File: src/rtl/serial_pkg.sv
// Shared types and helpers for the serial transmitter.
package serial_pkg;

  // Transmitter frame states.
  typedef enum logic [1:0] {
    IDLE,
    START,
    DATA,
    STOP
  } state_t;

  // Counter width for a modulus of n, never narrower than one bit.
  function automatic int unsigned cnt_width(input int unsigned n);
    return (n > 1) ? $clog2(n) : 1;
  endfunction

endpackage

File: src/rtl/bit_timer.sv
// Bit-period divider: tick marks the last clk cycle of each bit period.
module bit_timer
  import serial_pkg::*;
#(
  parameter int unsigned CLKS_PER_BIT = 4
) (
  input  logic clk,
  input  logic reset,
  input  logic clear,
  output logic tick
);

  localparam int unsigned CntW = cnt_width(CLKS_PER_BIT);
  localparam logic [CntW-1:0] LastCnt = CntW'(CLKS_PER_BIT - 1);

  logic [CntW-1:0] count;

  assign tick = (count == LastCnt);

  // Count 0..CLKS_PER_BIT-1 and wrap on tick; clear holds the count at zero.
  always_ff @(posedge clk or negedge reset) begin
    if (!reset) begin
      count <= '0;
    end else if (clear || tick) begin
      count <= '0;
    end else begin
      count <= count + CntW'(1);
    end
  end

endmodule

File: src/rtl/serial_tx.sv
// Serial transmitter: start bit, DATA_W data bits LSB first, one stop bit.
module serial_tx
  import serial_pkg::*;
#(
  parameter int unsigned DATA_W       = 8,
  parameter int unsigned CLKS_PER_BIT = 4
) (
  input  logic              clk,
  input  logic              reset,
  input  logic [DATA_W-1:0] tx_data,
  input  logic              tx_valid,
  output logic              tx_ready,
  output logic              tx,
  output logic              busy
);

  localparam int unsigned BitW = $clog2(DATA_W + 1);
  localparam logic [BitW-1:0] LastBit = BitW'(DATA_W - 1);

  state_t            state;
  logic [BitW-1:0]   bit_cnt;
  logic [DATA_W-1:0] shreg;
  logic [DATA_W-1:0] shreg_shift;
  logic              tick;
  logic              timer_clear;

  assign tx_ready    = (state == IDLE);
  assign busy        = (state != IDLE);
  // Holding the timer cleared in IDLE makes START start at count zero.
  assign timer_clear = (state == IDLE);
  assign shreg_shift = shreg >> 1;

  bit_timer #(
    .CLKS_PER_BIT (CLKS_PER_BIT)
  ) u_bit_timer (
    .clk   (clk),
    .reset (reset),
    .clear (timer_clear),
    .tick  (tick)
  );

  // Frame FSM; tx is registered from the next state so it never glitches.
  always_ff @(posedge clk or negedge reset) begin
    if (!reset) begin
      state   <= IDLE;
      tx      <= 1'b1;
      bit_cnt <= '0;
      shreg   <= '0;
    end else begin
      case (state)
        IDLE: begin
          if (tx_valid) begin
            shreg <= tx_data;
            state <= START;
            tx    <= 1'b0;
          end
        end
        START: begin
          if (tick) begin
            state   <= DATA;
            tx      <= shreg[0];
            bit_cnt <= '0;
          end
        end
        DATA: begin
          if (tick) begin
            shreg <= shreg_shift;
            if (bit_cnt == LastBit) begin
              state   <= STOP;
              tx      <= 1'b1;
              bit_cnt <= '0;
            end else begin
              bit_cnt <= bit_cnt + BitW'(1);
              tx      <= shreg_shift[0];
            end
          end
        end
        STOP: begin
          if (tick) begin
            state <= IDLE;
          end
        end
        default: begin
          state <= IDLE;
          tx    <= 1'b1;
        end
      endcase
    end
  end

endmodule
File: config.mk
export PLATFORM = sky130hd
export DESIGN_NAME = serial_tx
export DESIGN_NICKNAME = d
export VERILOG_FILES = /design/src/rtl/serial_pkg.sv /design/src/rtl/bit_timer.sv /design/src/rtl/serial_tx.sv
export SDC_FILE = /design/constraint.sdc
export NUM_CORES = 1
export LEC_CHECK = 0
export ABC_AREA = 1
export CAP_MARGIN = 20
export CORE_UTILIZATION = 52
export CTS_BUF_LIST = sky130_fd_sc_hd__clkbuf_16
export DETAILED_ROUTE_END_ITERATION = 12
export GPL_TIMING_DRIVEN = 1
export PLACE_DENSITY_LB_ADDON = 0.12
export SYNTH_ARGS = -nofsm -noshare
export SYNTH_HDL_FRONTEND = slang
export SYNTH_HIERARCHICAL = 1
export SYNTH_SLANG_ARGS = --single-unit
File: constraint.sdc
create_clock -name clk -period 1.7 [get_ports clk]
set_input_delay 0.34 -clock clk [delete_from_list [all_inputs] [get_ports clk]]
set_output_delay 0.34 -clock clk [all_outputs]
set_load 0.02 [all_outputs]
==> metrics.txt <==
clk buf depth 2; Leak 0.590 nW; TritonCTS clock tree yes; DR vias 739; first-pass GRT wire length 2820 µm; largest net degree at the start of global routing 18; Port-buffer cells 13; Rows 15; slew margin rel. 74.9%; Critical Path Fanout Max 3; Fin. Hold Viols 0; IO Pins 14; FMAX 613 MHz; Net Sw Frac 38.9%; PwrDens 1810 nW/µm²; # DRC 0; P&R area growth vs syn 26.4%; DR WL/cell 11.0 µm; power share of the clock group 20.8%; Ys Warns 6; crit path DAT 1.29 ns; GR Overflow Total 0; critical path data required time 1.36 ns; routed wire length 1680 µm; Internal Power 0.00133 W; Clock Skew 0.00353 ns; Unique masters post-synth 20; CP Launch Type flip-flop; initial core utilization 55.1%; first-pass detailed-route iteration total 4; post-route minimum period 1.63 ns; layout net count 147; sequential power share 30.9%; CP Class reg -> out; fin area 1200 µm²; CTS sink count 17; Yosys reg bits 17; Gate power share 48.3%; overall global routing resource usage 19.3%; post-detail-place hpwl 1290 µm; H-tree levels 1; synthesized area per cell 8.82 µm²; switching power 0.000847 W; vias in the first global route 716; crit end category primary output; Routed Antenna Nets 0; Clk Latency, worst-skew pair 0.24 ns; Placement Cell Area 1130 µm²; layout cell share with drive strength beyond 1 10.2%; Setup TNS 0 ns; outcome finished, final reports clean; RSZ-0062 raised after global routing false; Min Hold Slack 0.418 ns; Clock transition at path regs 0.05 ns; Final Setup Violations 0; Num CTS Buffers 3; Core Region 1730 µm²; die area 2010 µm²; vias per inst 4.83; synthesized area 952 µm²; Synth Net Count 126; Core Util, Final 69.7%; Final period util 96.0%; Die Height 44.8 µm; sequential fraction of the synthesis area 44.8%; initial antenna violation count 0; Post-CTS Setup Bufs 0; Final Wtd Congestion 0.753; 1st-iter DRT viols 14; max-slew violations 0; Die W 44.8 µm; Cells after Synth 108; Antenna diodes 0; VDD IR max 1200 µV; Root Buffer clkbuf_16; Max Cap Viol 0; worst slew pin tran 0.375 ns; Worst Hold Class in -> async
layout by cell type (no fill, tap or decap):
master	instances
nand3b_1	1
clkbuf_16	3
a21oi_1	1
nor2_1	4
nand4_1	3
clkdlybuf4s50_1	10
buf_4	6
ha_1	7
dlygate4sd2_1	3
a21boi_0	1
o22ai_1	1
inv_2	1
or2_2	1
nand3_1	7
o21ai_0	12
nand2_1	31
a22oi_1	1
inv_1	11
mux2i_1	6
dfrtp_1	16
dfstp_2	1
o211ai_4	1
per-stage QoR:
step | total power (W) | worst slack (ns) | instances
final | 0.00218 | 0.0675 | 153
after global routing | 0.00236 | 0.0216 | 153
after CTS | 0.00220 | 0.0559 | 153
after detailed placement | 0.00176 | 0.0548 | 149
after global placement | 0.00173 | 0.0923 | 149
after floorplan | 0.00149 | 0.164 | 108
layer usage:
| metal | GRT usage (%) | wire length, µm |
|---|---|---|
| met5 | 0 | 0 |
| met4 | 9.09 | 21 |
| met3 | 3.60 | 51 |
| met2 | 33.2 | 779 |
| met1 | 23.3 | 826 |
cells by family (layout without fill, tap and decap cells):
group / Yosys count / after routing / synth area share [%]
adder cells (fa/ha/maj): 7 / 7 / 9.20
buffers and inverters: 14 / 34 / 7.49
AND/OR/NAND/NOR: 47 / 47 / 20.9
AO/OA/AOI/OAI: 17 / 17 / 11.3
multiplexers: 6 / 6 / 6.31
flip-flops: 17 / 17 / 44.8
cell type report:
cell class	count	area, µm²
multi-input cells	77	454
well taps	25	31.3
inverters	11	41.3
fillers	138	523
clock inverters	1	3.75
flip-flops and latches	17	427
repair buffers	19	171
clock buffers	3	75.1
critical path, stage by stage, from the launching register on:
cell and delay, ns:
dfrtp_1 0.37, inv_1 0.11, ha_1 0.21, inv_1 0.05, dlygate4sd2_1 0.31
power by group through the flow:
stage | Sequential (W) | Combinational [W] | Clock, W
after floorplan | 0.000670 | 0.000817 | 0
after global placement | 0.000672 | 0.00106 | 0
after detailed placement | 0.000678 | 0.00109 | 0
after CTS | 0.000674 | 0.00107 | 0.000460
after global routing | 0.000691 | 0.00119 | 0.000479
final | 0.000673 | 0.00105 | 0.000453
synth_stat cells:
cell type / number / area [µm²]
nand2_1: 31 / 116
dfrtp_1: 16 / 400
o21ai_0: 12 / 60.1
inv_1: 10 / 37.5
ha_1: 7 / 87.6
nand3_1: 7 / 35.0
mux2i_1: 6 / 60.1
nor2_1: 4 / 15.0
nand4_1: 3 / 18.8
buf_6: 2 / 22.5
a21boi_0: 1 / 7.51
a21oi_1: 1 / 5.00
a22oi_1: 1 / 7.51
buf_4: 1 / 7.51
dfstp_2: 1 / 26.3
inv_2: 1 / 3.75
nand3b_1: 1 / 7.51
o211ai_4: 1 / 21.3
o22ai_1: 1 / 6.26
or2_2: 1 / 6.26
worst paths after layout:
path	slack [ns]	cells past startpoint	start	end
worst max-delay path	0.07	4	state[0]$_DFFE_PN0P_	busy
max in group asynchronous	1.03	2	reset	tx$_DFFE_PN1P_
worst min register to register	0.44	1	u_bit_timer/count[0]$_DFF_PN0_	u_bit_timer/count[0]$_DFF_PN0_
min in group clk	0.44	1	u_bit_timer/count[0]$_DFF_PN0_	u_bit_timer/count[0]$_DFF_PN0_
worst max register to register	0.20	7	state[1]$_DFFE_PN0P_	state[0]$_DFFE_PN0P_
worst min-delay path	0.42	2	reset	bit_cnt[2]$_DFFE_PN0P_
registers in the layout, summed over array words and instances, names as in the netlist:
register           cells
u_bit_timer/count      2
shreg                  8
tx                     1
bit_cnt                4
state                  2
what timing repair did:
| item | in CTS | in global routing |
|---|---|---|
| endpoints found under the hold margin | 0 | 0 |
| endpoints found under the setup margin | 3 | 0 |
| resized for setup | 3 | 0 |
| hold buffers | 0 | 0 |
Power figures use the tool's default switching activity.
